[config.mk]
export PLATFORM = sky130hd
export DESIGN_NAME = nrzi_encode
export DESIGN_NICKNAME = d
export VERILOG_FILES = /design/src/rtl/usb_tx_pkg.sv /design/src/rtl/usb_bit_stuff.sv /design/src/rtl/nrzi_encode.sv
export SDC_FILE = /design/constraint.sdc
export NUM_CORES = 1
export LEC_CHECK = 0
export ABC_AREA = 1
export ABC_CLOCK_PERIOD_IN_PS = 900
export BUFFER_PORTS_ARGS = -buffer_cell sky130_fd_sc_hd__buf_2
export CORE_MARGIN = 5
export CORE_UTILIZATION = 48
export CTS_BUF_LIST = sky130_fd_sc_hd__clkbuf_16
export DETAILED_ROUTE_END_ITERATION = 16
export MAX_ROUTING_LAYER = met4
export PLACE_DENSITY = 0.71
export SLEW_MARGIN = 10
export SYNTH_ARGS = -nofsm -noshare
export SYNTH_HDL_FRONTEND = slang
export SYNTH_SLANG_ARGS = --single-unit
export TNS_END_PERCENT = 50
[constraint.sdc]
create_clock -name i_clk -period 0.9 [get_ports i_clk]
set_input_delay 0 -clock i_clk [delete_from_list [all_inputs] [get_ports i_clk]]
set_output_delay 0 -clock i_clk [all_outputs]
set_load 0.01 [all_outputs]
[src/rtl/usb_tx_pkg.sv]
// Shared types and constants for the USB low/full-speed transmit path.
package usb_tx_pkg;

  typedef enum logic [2:0] {
    IDLE,
    DATA,
    STUFF,
    EOP,
    EOP_J
  } tx_state_e;

  localparam logic LINE_J = 1'b1;
  localparam logic LINE_K = 1'b0;

  localparam int unsigned STUFF_LEN_DEF      = 6;
  localparam int unsigned EOP_SE0_CYCLES_DEF = 2;

endpackage

[src/rtl/usb_bit_stuff.sv]
// Ones counter for USB bit stuffing; flags the accept that completes a run of STUFF_LEN ones.
module usb_bit_stuff
  import usb_tx_pkg::*;
#(
  parameter int unsigned STUFF_LEN = STUFF_LEN_DEF
) (
  input  logic clk_i,
  input  logic rst_i,
  input  logic accept_i,
  input  logic data_i,
  input  logic clear_i,
  output logic stuff_due_c_o
);

  localparam int unsigned CNT_W = $clog2(STUFF_LEN + 1);

  logic [CNT_W-1:0] ones_q, ones_d;

  always_comb begin
    ones_d = ones_q;
    if (clear_i) begin
      ones_d = '0;
    end else if (accept_i) begin
      ones_d = data_i ? ones_q + 1'b1 : '0;
    end
  end

  // Combinational so the encoder can drop o_ready for the very next cycle.
  assign stuff_due_c_o = accept_i && data_i && (ones_q == CNT_W'(STUFF_LEN - 1));

  always_ff @(posedge clk_i or posedge rst_i) begin
    if (rst_i) begin
      ones_q <= '0;
    end else begin
      ones_q <= ones_d;
    end
  end

endmodule

[src/rtl/nrzi_encode.sv]
// USB transmit line encoder: bit stuffing, NRZI encoding and SE0/J end-of-packet.
module nrzi_encode
  import usb_tx_pkg::*;
#(
  parameter int unsigned STUFF_LEN      = STUFF_LEN_DEF,
  parameter int unsigned EOP_SE0_CYCLES = EOP_SE0_CYCLES_DEF
) (
  input  logic i_clk,
  input  logic i_rst,
  input  logic i_data,
  input  logic i_valid,
  input  logic i_last,
  output logic o_ready,
  output logic o_nrzi,
  output logic o_se0,
  output logic o_valid,
  output logic o_underrun
);

  localparam int unsigned EOP_CNT_W = (EOP_SE0_CYCLES > 1) ? $clog2(EOP_SE0_CYCLES) : 1;

  tx_state_e            state_q, state_d;
  logic                 line_q, line_d;
  logic                 last_q, last_d;
  logic [EOP_CNT_W-1:0] eop_cnt_q, eop_cnt_d;
  logic                 nrzi_q, nrzi_d;
  logic                 se0_q, se0_d;
  logic                 valid_q, valid_d;
  logic                 underrun_q, underrun_d;
  logic                 ready_q, ready_d;

  logic accept_c;
  logic stuff_due_c;
  logic clear_c;
  logic line_next_c;

  assign accept_c    = i_valid && ready_q;
  assign line_next_c = i_data ? line_q : ~line_q;

  usb_bit_stuff #(
    .STUFF_LEN(STUFF_LEN)
  ) u_bit_stuff (
    .clk_i        (i_clk),
    .rst_i        (i_rst),
    .accept_i     (accept_c),
    .data_i       (i_data),
    .clear_i      (clear_c),
    .stuff_due_c_o(stuff_due_c)
  );

  always_comb begin
    state_d    = state_q;
    line_d     = line_q;
    last_d     = last_q;
    eop_cnt_d  = eop_cnt_q;
    nrzi_d     = LINE_J;
    se0_d      = 1'b0;
    valid_d    = 1'b0;
    underrun_d = 1'b0;
    clear_c    = 1'b0;

    unique case (state_q)
      IDLE, DATA: begin
        if (accept_c) begin
          line_d    = line_next_c;
          nrzi_d    = line_next_c;
          valid_d   = 1'b1;
          last_d    = i_last;
          eop_cnt_d = '0;
          if (stuff_due_c) begin
            state_d = STUFF;
          end else if (i_last) begin
            state_d = EOP;
          end else begin
            state_d = DATA;
          end
        end else if (state_q == DATA) begin
          // Missing mid-packet bit: hold line and counter, flag upstream.
          nrzi_d     = line_q;
          underrun_d = 1'b1;
        end
      end
      STUFF: begin
        line_d    = ~line_q;
        nrzi_d    = ~line_q;
        valid_d   = 1'b1;
        clear_c   = 1'b1;
        eop_cnt_d = '0;
        state_d   = last_q ? EOP : DATA;
      end
      EOP: begin
        se0_d   = 1'b1;
        valid_d = 1'b1;
        clear_c = 1'b1;
        if (eop_cnt_q == EOP_CNT_W'(EOP_SE0_CYCLES - 1)) begin
          state_d = EOP_J;
        end else begin
          eop_cnt_d = eop_cnt_q + 1'b1;
        end
      end
      EOP_J: begin
        nrzi_d  = LINE_J;
        valid_d = 1'b1;
        line_d  = LINE_J;
        last_d  = 1'b0;
        state_d = IDLE;
      end
      default: begin
        state_d = IDLE;
      end
    endcase

    // Ready stays low while the J bit is on the line; it returns on the idle cycle.
    ready_d = (state_d == DATA) || ((state_d == IDLE) && (state_q == IDLE));
  end

  always_ff @(posedge i_clk or posedge i_rst) begin
    if (i_rst) begin
      state_q    <= IDLE;
      line_q     <= LINE_J;
      last_q     <= 1'b0;
      eop_cnt_q  <= '0;
      nrzi_q     <= LINE_J;
      se0_q      <= 1'b0;
      valid_q    <= 1'b0;
      underrun_q <= 1'b0;
      ready_q    <= 1'b0;
    end else begin
      state_q    <= state_d;
      line_q     <= line_d;
      last_q     <= last_d;
      eop_cnt_q  <= eop_cnt_d;
      nrzi_q     <= nrzi_d;
      se0_q      <= se0_d;
      valid_q    <= valid_d;
      underrun_q <= underrun_d;
      ready_q    <= ready_d;
    end
  end

  assign o_ready    = ready_q;
  assign o_nrzi     = nrzi_q;
  assign o_se0      = se0_q;
  assign o_valid    = valid_q;
  assign o_underrun = underrun_q;

endmodule

==> out/qor.csv, run 1 <==
stage,metric,value,unit
synth,syn avg cell area,8.27,um2
synth,synthesis warning total,0,
power,sw frac,38.7,%
min_path,HP Class,primary input to flop,
drt,final antenna-violating net count,0,
floorplanning,Initial Util,52.1,%
timing,Max Transition Viols Final,0,
power,pwr dens,3470,nW/um2
status,failing checks,setup timing,
final_layout,most frequent cells in the layout,"buf_4, nand2_1, dfrtp_1, buf_2",
power,final total power,3.82,mW
clocking,clk root buf,clkbuf_16,
synth,cell taking the most area after synthesis,dfrtp_1,
final_layout,Non-Filler Instances,129,
synth,Yosys top cell area share,43.2,%
worst_setup_path,crit-path max FO,2,
worst_setup_path,Crit Path Category,flop to flop,
placement,GPL Wtd Cong,0.824,
final_layout,Layout Nets,122,
synth,Netlist cell types,19,
grt,M1 GR Usage,25.8,%
drt,vias per cell,5.56,
worst_setup_path,Buffers & Inverters on Critical Path,1,
drt,First-pass DRT Iterations,4,
drt,vias,717,
clocking,CTS Sinks,14,
worst_setup_path,Crit-path slowest cell,dfrtp_1,
power,sw power,1.48,mW
timing,RSZ-0062 raised after global routing,yes,
worst_setup_path,Worst path most repeated cell,nand2_2,
drt,drt drc,0,
drt,wire per inst,15.3,um
worst_setup_path,CP Capture Type,flop,
clocking,CTS tree,done,
floorplanning,row cnt,13,
grt,initial antenna violation count,0,
synth,number of synthesized register bits,14,
timing,minimum clock period,1.13,ns
timing,Final period util,125,%
timing,setup TNS,-2.40,ns
floorplanning,Die Y,48.0,um
final_layout,Finished Cell Area,1100,um2
floorplanning,core area,1330,um2
power,VDD IR max,2.08,mV
synth,synth top area cells,"dfrtp_1, nand2_1, nand3_1",
placement,post-placement cell count,120,
synth,syn_nets,91,
timing,Final Hold Viols,0,
worst_setup_path,crit-path cells,inv_1 -> ha_1 -> nand2_2 -> o21bai_1 -> nand2_1 -> nand2_2 -> nor2_2,
clocking,TritonCTS Buffers,3,
drt,drt total wl,1970,um
timing,Worst-Margin Slew,0.272,ns
power,P_leak,0.527,nW
drt,Starting DRT DRC Count,14,
power,Clk network pwr share,21.8,%
power,Flop pwr share,30.2,%
grt,busiest grt layer,met2,
clocking,Clock Pin Slew Worst Setup and Hold Paths,0.05,ns
clocking,worst skew pair latency,0.24,ns
timing,slack of the critical path,-0.226,ns
synth,mapped cell area,694,um2
worst_setup_path,Max stage delay on crit path,0.38,ns
floorplanning,die area,2310,um2
placement,Placed Area,870,um2
grt,grt ovf,0,
worst_setup_path,"CP delay by family, top",flip-flops,
final_layout,Syn-to-layout area delta,58.6,%
grt,GRT met2 Usage,30.6,%
grt,global-route wire length before repair,3060,um
status,status,"finished, violations left",
floorplanning,I/O Pins,10,
worst_setup_path,worst path required time,1.02,ns
timing,final setup fails,15,
grt,met3 usage,3.38,%
final_layout,"commonest non-fill, non-tap cell in the layout",buf_4,
final_layout,share of post-route cells with drive strength above 1,54.4,%
clocking,H-tree depth,1,
worst_setup_path,Worst Path Arrival,1.25,ns
grt,largest net degree at the start of global routing,15,
power,Internal,2.34,mW
synth,sequential share of the synthesized area,50.8,%
worst_setup_path,crit path launch type,flop,
flow_run,max-cap violations,0,
final_layout,n_diodes,0,
placement,# port buffers,9,
grt,number of global-route vias before repair,680,
grt,GRT Total Usage,20.2,%
timing,Highest Clock Rate,888,MHz
timing,Final Skew,0.00352,ns
power,Logic pwr share,48.0,%
timing,Relative slew margins,81.7,%
placement,final HPWL from detailed placement,1100,um
timing,Fin Hold WS,0.126,ns
synth,Post-Syn Instances,84,
clocking,maximum clock path buffer count,2,
floorplanning,die width,48.0,um
[Yosys cell counts, drive strengths merged]
library cell and count:
nand2 20, dfrtp 12, inv 12, nand3 12
nor2 10, o21ai 5, o31ai 4, dfstp 2
ha 2, a21oi 1, nand3b 1, nand4 1
nor3 1, o21bai 1
[metrics by stage]
step,util [%],worst slack (ns)
after floorplan,-,-0.0901
after global placement,65.2,-0.190
after detailed placement,65.2,-0.195
after CTS,78.1,-0.168
after global routing,82.6,-0.308
final,82.6,-0.226
[worst register-to-register path, delay by kind of cell, from the launching register on]
kind            cells  cell delay (ns)
simple gates        4             0.27
flops               1             0.38
buf+inv             1             0.07
fa+ha+maj           1             0.15
compound gates      1             0.13
[path summary, 6_finish.rpt]
check,start,end,slack [ns],depth (start not counted)
worst max-delay path,u_bit_stuff.ones_q[1]$_DFFE_PP0P_,o_ready$_DFF_PP0_,-0.23,7
worst min-delay path,i_data,u_bit_stuff.ones_q[1]$_DFFE_PP0P_,0.13,3
worst max register to register,u_bit_stuff.ones_q[1]$_DFFE_PP0P_,o_ready$_DFF_PP0_,-0.23,7
worst min register to register,last_q$_DFFE_PP0P_,last_q$_DFFE_PP0P_,0.52,2
max in group asynchronous,i_rst,line_q$_DFFE_PP1P_,0.36,4
min in group asynchronous,i_rst,u_bit_stuff.ones_q[0]$_DFFE_PP0P_,0.30,4
[metal layers]
layer  vias to the layer above  share of wire (%)
met2                        19                 48
met4                         0                1.4
li1                        342                  -
met3                         4                5.1
met1                       352                 46
met5                         -                  0
[logic make-up after synthesis]
| group | share of synthesized area [%] |
|---|---|
| AOI/OAI and AO/OA | 9.73 |
| adders and majority gates | 3.60 |
| DFF | 50.8 |
| buffers and inverters | 6.49 |
| and+or+nand+nor | 29.4 |
[area by class of cell]
type                       count  area (um2)
multi-input combinational     58         410
sequential                    14         355
fill                          79         233
timing repair buffer          26         188
clock buffer                   3        75.1
inverter                      12        50.0
tap                           15        18.8
clock inverter                 1        3.75
[power groups by stage]
| stage | logic [mW] | registers (mW) | clock network [mW] |
|---|---|---|---|
| global route | 2.04 | 1.18 | 0.877 |
| CTS | 1.61 | 1.11 | 0.848 |
| finish | 1.83 | 1.15 | 0.833 |
| detailed placement | 1.35 | 1.10 | 0 |
| floorplan | 0.732 | 1.15 | 0 |
| global placement | 1.33 | 1.08 | 0 |
[registers in the layout, indices dropped and copies added, names as in the netlist]
name / count
o_underrun: 1
line_q: 1
o_ready: 1
o_se0: 1
o_nrzi: 1
last_q: 1
eop_cnt_q: 1
o_valid: 1
u_bit_stuff.ones_q: 3
state_q: 3
[timing repair]
action                     in CTS  in global routing
gates resized for setup        16                 16
setup endpoints to repair      15                 15
buffers inserted                3                  0
hold buffers                    2                  0
pin swaps                       7                  7
hold endpoints to repair       15                  0
cloned                          0                  0
No activity file was read; power rests on OpenSTA's default activity.
==> inputs of run 2 (changes only) <==
--- a/config.mk
+++ b/config.mk
@@ -8,12 +8,16 @@
 export ABC_AREA = 1
 export ABC_CLOCK_PERIOD_IN_PS = 900
 export BUFFER_PORTS_ARGS = -buffer_cell sky130_fd_sc_hd__buf_2
+export CELL_PAD_IN_SITES_DETAIL_PLACEMENT = 0
+export CELL_PAD_IN_SITES_GLOBAL_PLACEMENT = 1
+export CORE_ASPECT_RATIO = 1.5
 export CORE_MARGIN = 5
-export CORE_UTILIZATION = 48
+export CORE_UTILIZATION = 35
 export CTS_BUF_LIST = sky130_fd_sc_hd__clkbuf_16
 export DETAILED_ROUTE_END_ITERATION = 16
+export GPL_TIMING_DRIVEN = 0
 export MAX_ROUTING_LAYER = met4
-export PLACE_DENSITY = 0.71
+export PLACE_DENSITY_LB_ADDON = 0.1
 export SLEW_MARGIN = 10
 export SYNTH_ARGS = -nofsm -noshare
 export SYNTH_HDL_FRONTEND = slang
==> run 2 against run 1 <==
Net effect: the flow still finishes with violations (setup timing); total power down 15%; critical path depth shrank 1; register-to-register slack improved by 0.04 ns; design area shrank 13%; sequential share of layout area grew 4.9 points; clock-buffer cell count stayed put; sequential power about the same; wire length down 23%; clock power decreased by 0.6%; die area up 30%; first-iteration DRC count grew 110%; maximum frequency increased by 3.9%; critical path type unchanged.
==> out/qor.csv, run 2 (synthesis results as in run 1) <==
stage,metric,value,unit,change
status,status,"finished, violations left",,
status,failing checks,setup timing,,
power,VDD IR max,1.56,mV,-25%
floorplanning,I/O Pins,10,,unchanged
drt,vias,615,,-14%
drt,First-pass DRT Iterations,2,,-2
drt,wire per inst,12.3,um,-20%
placement,final HPWL from detailed placement,1140,um,+3.7%
placement,Placed Area,787,um2,-9.5%
clocking,CTS Sinks,14,,unchanged
drt,drt drc,0,,unchanged
timing,Final Hold Viols,0,,unchanged
min_path,HP Class,primary input to flop,,
clocking,worst skew pair latency,0.24,ns,about the same
floorplanning,die area,2990,um2,+30%
final_layout,Non-Filler Instances,124,,-3.9%
worst_setup_path,crit-path max FO,6,,+4
grt,largest net degree at the start of global routing,15,,unchanged
clocking,CTS tree,done,,
power,P_leak,0.463,nW,-12%
final_layout,n_diodes,0,,unchanged
timing,Relative slew margins,65.5,%,-16 points
final_layout,# fillers,187,,+140%
drt,Starting DRT DRC Count,29,,+15
worst_setup_path,crit path launch type,flop,,
timing,setup TNS,-1.44,ns,+0.956 ns
clocking,maximum clock path buffer count,2,,unchanged
worst_setup_path,CP Capture Type,flop,,
floorplanning,Die Y,64.6,um,+34%
placement,GPL Wtd Cong,0.728,,-12%
drt,final antenna-violating net count,0,,unchanged
worst_setup_path,worst path required time,1.03,ns,about the same
grt,grt ovf,0,,unchanged
floorplanning,core area,1850,um2,+39%
drt,vias per cell,4.96,,-11%
worst_setup_path,crit-path cells,inv_4 -> nand2_4 -> nor2_4 -> nand2_1 -> nand2_2 -> nor2_2,,
worst_setup_path,Crit-path slowest cell,dfrtp_2,,
final_layout,share of post-route cells with drive strength above 1,38.8,%,-16 points
floorplanning,row cnt,19,,+6
clocking,TritonCTS Buffers,3,,unchanged
final_layout,Layout Nets,111,,-9.0%
timing,minimum clock period,1.08,ns,-0.0422 ns
timing,slack of the critical path,-0.184,ns,+0.0422 ns
final_layout,most frequent cells in the layout,"nand2_1, nand3_1, buf_2, inv_1, dfrtp_1",,
timing,Final Skew,0.000966,ns,-0.00256 ns
grt,initial antenna violation count,0,,unchanged
placement,post-placement cell count,114,,-5.0%
placement,# port buffers,9,,unchanged
final_layout,Syn-to-layout area delta,38.6,%,
floorplanning,die width,46.4,um,-3.5%
worst_setup_path,Crit Path Category,flop to flop,,
timing,RSZ-0062 raised after global routing,yes,,
grt,global-route wire length before repair,2650,um,-13%
clocking,clk root buf,clkbuf_16,,
grt,GRT Total Usage,12.9,%,-7.3 points
flow_run,max-cap violations,0,,unchanged
drt,drt total wl,1520,um,-23%
worst_setup_path,Max stage delay on crit path,0.47,ns,+0.09 ns
timing,final setup fails,13,,-2
timing,Max Transition Viols Final,0,,unchanged
final_layout,Finished Cell Area,962,um2,-13%
final_layout,"commonest non-fill, non-tap cell in the layout",nand2_1,,
clocking,Clock Pin Slew Worst Setup and Hold Paths,0.04,ns,about the same
power,pwr dens,3390,nW/um2,-2.3%
final_layout,Largest regs,"state_q: 3 flops, u_bit_stuff.ones_q: 3 flops",,
timing,Highest Clock Rate,923,MHz,+3.9%
timing,Worst-Margin Slew,0.517,ns,+0.246 ns
worst_setup_path,Worst Path Arrival,1.21,ns,-0.04 ns
grt,number of global-route vias before repair,617,,-9.3%
floorplanning,Initial Util,37.4,%,-15 points
timing,Final period util,120,%,-4.7 points
clocking,H-tree depth,1,,unchanged
run 2: repair_timing:
item                                    in CTS  in global routing
resized for setup                           11                  6
hold buffers                                 2                  0
hold endpoints to repair                    13                  0
pin swaps                                    1                  4
setup buffers                                3                  1
endpoints found under the setup margin      14                 15
run 2: area by class of cell:
type	count	area [um2]	share of cell area, %
Clock buffer	3	75.1	7.80
Clock inverter	1	3.75	0.390
Sequential cell	14	358	37.2
Inverter	12	50.0	5.20
Tap cell	21	26.3	2.73
Timing Repair Buffer	15	95.1	9.88
Multi-Input combinational cell	58	354	36.8
run 2: power by group:
part	internal, mW	total [mW]	switching, mW
registers	0.931	1.16	0.226
logic	0.525	1.28	0.752
clock network	0.586	0.828	0.242
run 2: final timing paths:
kind | from | to | slack, ns | cells after the start
setup / recovery | state_q[2]$_DFF_PP0_ | o_ready$_DFF_PP0_ | -0.18 | 6
max in group asynchronous | i_rst | o_ready$_DFF_PP0_ | 0.19 | 3
hold reg to reg | last_q$_DFFE_PP0P_ | last_q$_DFFE_PP0P_ | 0.50 | 2
hold / removal | i_data | u_bit_stuff.ones_q[2]$_DFFE_PP0P_ | 0.11 | 3
setup reg to reg | state_q[2]$_DFF_PP0_ | o_ready$_DFF_PP0_ | -0.18 | 6
min in group asynchronous | i_rst | last_q$_DFFE_PP0P_ | 0.33 | 3
run 2: per-layer routing:
layer | wire length [um] | vias to the layer above | track usage [%]
met5 | 0 | - | -
met4 | 51 | 0 | 9.61
met3 | 62 | 5 | 2.49
met2 | 806 | 9 | 19.7
met1 | 600 | 288 | 14.2
li1 | - | 313 | -
run 2: per-stage QoR:
step / hold slack [ns] / power [mW] / setup WS [ns] / util, %
floorplan: -0.112 / 1.88 / -0.0901 / -
global placement: 0.0657 / 2.17 / -0.242 / 42.4
detailed placement: 0.0655 / 2.20 / -0.242 / 42.4
CTS: 0.114 / 3.24 / -0.183 / 50.9
global route: 0.131 / 3.54 / -0.261 / 51.9
finish: 0.106 / 3.26 / -0.184 / 51.9
run 2: critical path, delay by kind of cell (launching register included):
family	cells	cell delay, ns
buffers and inverters	1	0.11
flip-flops	1	0.47
AND/OR/NAND/NOR	5	0.37
==> inputs of run 3 (changes only) <==
--- a/config.mk
+++ b/config.mk
@@ -18,6 +18,7 @@
 export GPL_TIMING_DRIVEN = 0
 export MAX_ROUTING_LAYER = met4
 export PLACE_DENSITY_LB_ADDON = 0.1
+export SKIP_LAST_GASP = 1
 export SLEW_MARGIN = 10
 export SYNTH_ARGS = -nofsm -noshare
 export SYNTH_HDL_FRONTEND = slang
==> run 3 against run 2 <==
Net effect: the run still ends with setup timing left; critical path depth unchanged; global-route usage unchanged; clock skew unchanged; total power unchanged; non-clock buffer count unchanged; clock-buffer cell count unchanged; via count unchanged; clock power about the same; hold slack unchanged; critical path type unchanged; largest cell class unchanged.
==> out/qor.csv, run 3 (synthesis results as in run 1) <==
stage,metric,value,unit,change
timing,slack of the critical path,-0.184,ns,unchanged
floorplanning,row cnt,19,,unchanged
drt,vias,615,,unchanged
timing,Final Hold Viols,0,,unchanged
floorplanning,die area,2990,um2,unchanged
status,status,"finished, violations left",,
clocking,CTS tree,done,,
drt,final antenna-violating net count,0,,unchanged
worst_setup_path,Worst Path Arrival,1.21,ns,about the same
worst_setup_path,crit-path max FO,6,,unchanged
grt,global-route wire length before repair,2650,um,unchanged
worst_setup_path,CP Capture Type,flop,,
clocking,worst skew pair latency,0.24,ns,about the same
timing,Relative slew margins,65.5,%,unchanged
placement,Placed Area,787,um2,unchanged
drt,vias per cell,4.96,,unchanged
floorplanning,die width,46.4,um,unchanged
final_layout,Finished Cell Area,962,um2,unchanged
worst_setup_path,Crit Path Category,flop to flop,,
min_path,Hold Startpoint,i_data,,
timing,final setup fails,13,,unchanged
timing,Final Skew,0.000966,ns,unchanged
timing,Max Transition Viols Final,0,,unchanged
grt,GRT Total Usage,12.9,%,unchanged
clocking,Clock Pin Slew Worst Setup and Hold Paths,0.04,ns,about the same
final_layout,share of post-route cells with drive strength above 1,38.8,%,unchanged
worst_setup_path,Reg-to-Reg Start,state_q[2]$_DFF_PP0_,,
worst_setup_path,crit path from,state_q[2]$_DFF_PP0_,,
final_layout,most frequent cells in the layout,"nand2_1, nand3_1, buf_2, inv_1, dfrtp_1",,
timing,Final period util,120,%,unchanged
grt,initial antenna violation count,0,,unchanged
placement,final HPWL from detailed placement,1140,um,unchanged
final_layout,n_diodes,0,,unchanged
floorplanning,core area,1850,um2,unchanged
drt,wire per inst,12.3,um,unchanged
final_layout,Layout Nets,111,,unchanged
power,VDD IR max,1.56,mV,unchanged
drt,First-pass DRT Iterations,2,,unchanged
grt,grt ovf,0,,unchanged
placement,# port buffers,9,,unchanged
worst_setup_path,Max stage delay on crit path,0.47,ns,about the same
drt,drt total wl,1520,um,unchanged
status,failing checks,setup timing,,
timing,Highest Clock Rate,923,MHz,unchanged
timing,RSZ-0062 raised after global routing,yes,,
floorplanning,I/O Pins,10,,unchanged
final_layout,Syn-to-layout area delta,38.6,%,unchanged
clocking,H-tree depth,1,,unchanged
floorplanning,Die Y,64.6,um,unchanged
power,P_leak,0.463,nW,unchanged
drt,Starting DRT DRC Count,29,,unchanged
flow_run,max-cap violations,0,,unchanged
grt,largest net degree at the start of global routing,15,,unchanged
worst_setup_path,worst path required time,1.03,ns,about the same
floorplanning,Initial Util,37.4,%,unchanged
worst_setup_path,crit-path cells,inv_4 -> nand2_4 -> nor2_4 -> nand2_1 -> nand2_2 -> nor2_2,,
clocking,TritonCTS Buffers,3,,unchanged
clocking,clk root buf,clkbuf_16,,
worst_setup_path,Crit-path slowest cell,dfrtp_2,,
timing,Worst-Margin Slew,0.517,ns,unchanged
drt,drt drc,0,,unchanged
final_layout,Largest regs,"state_q: 3 flops, u_bit_stuff.ones_q: 3 flops",,
worst_setup_path,"CP delay by family, top",flip-flops,,
worst_setup_path,crit path launch type,flop,,
power,pwr dens,3390,nW/um2,unchanged
placement,GPL Wtd Cong,0.728,,unchanged
power,final total power,3.26,mW,unchanged
clocking,maximum clock path buffer count,2,,unchanged
timing,minimum clock period,1.08,ns,unchanged
worst_setup_path,Buffers & Inverters on Critical Path,1,,unchanged
min_path,HP Class,primary input to flop,,
final_layout,"commonest non-fill, non-tap cell in the layout",nand2_1,,
clocking,CTS Sinks,14,,unchanged
timing,setup TNS,-1.44,ns,unchanged
grt,number of global-route vias before repair,617,,unchanged
## run 3: layout make-up
cell class                 instances  area [um2]
clock inverter                     1        3.75
clock buffer                       3        75.1
sequential                        14         358
multi-input combinational         58         354
fill                             187         892
inverter                          12        50.0
tap                               21        26.3
timing repair buffer              15        95.1
## run 3: power breakdown
part	leakage, nW	switching (mW)	internal, mW
combinational	0.257	0.752	0.525
sequential	0.168	0.226	0.931
clock	0.0385	0.242	0.586
## run 3: path summary, 6_finish.rpt
check,cells past startpoint,end,slack [ns]
max reg2reg,6,o_ready$_DFF_PP0_,-0.18
min reg2reg,2,last_q$_DFFE_PP0P_,0.50
min in group asynchronous,3,last_q$_DFFE_PP0P_,0.33
max,6,o_ready$_DFF_PP0_,-0.18
max in group asynchronous,3,o_ready$_DFF_PP0_,0.19
min,3,u_bit_stuff.ones_q[2]$_DFFE_PP0P_,0.11
## run 3: worst register-to-register path, cell delays in order (launching register included)
cell     delay, ns
dfrtp_2       0.47
inv_4         0.11
nand2_4       0.07
nor2_4        0.13
nand2_1       0.07
nand2_2       0.07
nor2_2        0.03
## run 3: what timing repair did
| item | 4_1_cts | 5_1_grt |
|---|---|---|
| setup endpoints to repair | 14 | 15 |
| hold buffers | 2 | 0 |
| resized for setup | 11 | 6 |
| pin swaps | 1 | 4 |
| setup buffers | 3 | 1 |
| gates cloned | 0 | 0 |
| endpoints found under the hold margin | 13 | 0 |
## run 3: layer usage
metal | vias up | wire [um] | global-route usage, % | share of wire, %
met2 | 9 | 806 | 19.7 | 53
met5 | - | 0 | - | 0
li1 | 313 | - | - | -
met3 | 5 | 62 | 2.49 | 4.1
met1 | 288 | 600 | 14.2 | 39
met4 | 0 | 51 | 9.61 | 3.4
## run 3: through the flow
stage               std cells  worst slack (ns)  util, %  hold slack, ns
CTS                       123            -0.183     50.9           0.114
global route              124            -0.261     51.9           0.131
finish                    124            -0.184     51.9           0.106
global placement          114            -0.242     42.4          0.0657
floorplan                  84           -0.0901        -          -0.112
detailed placement        114            -0.242     42.4          0.0655
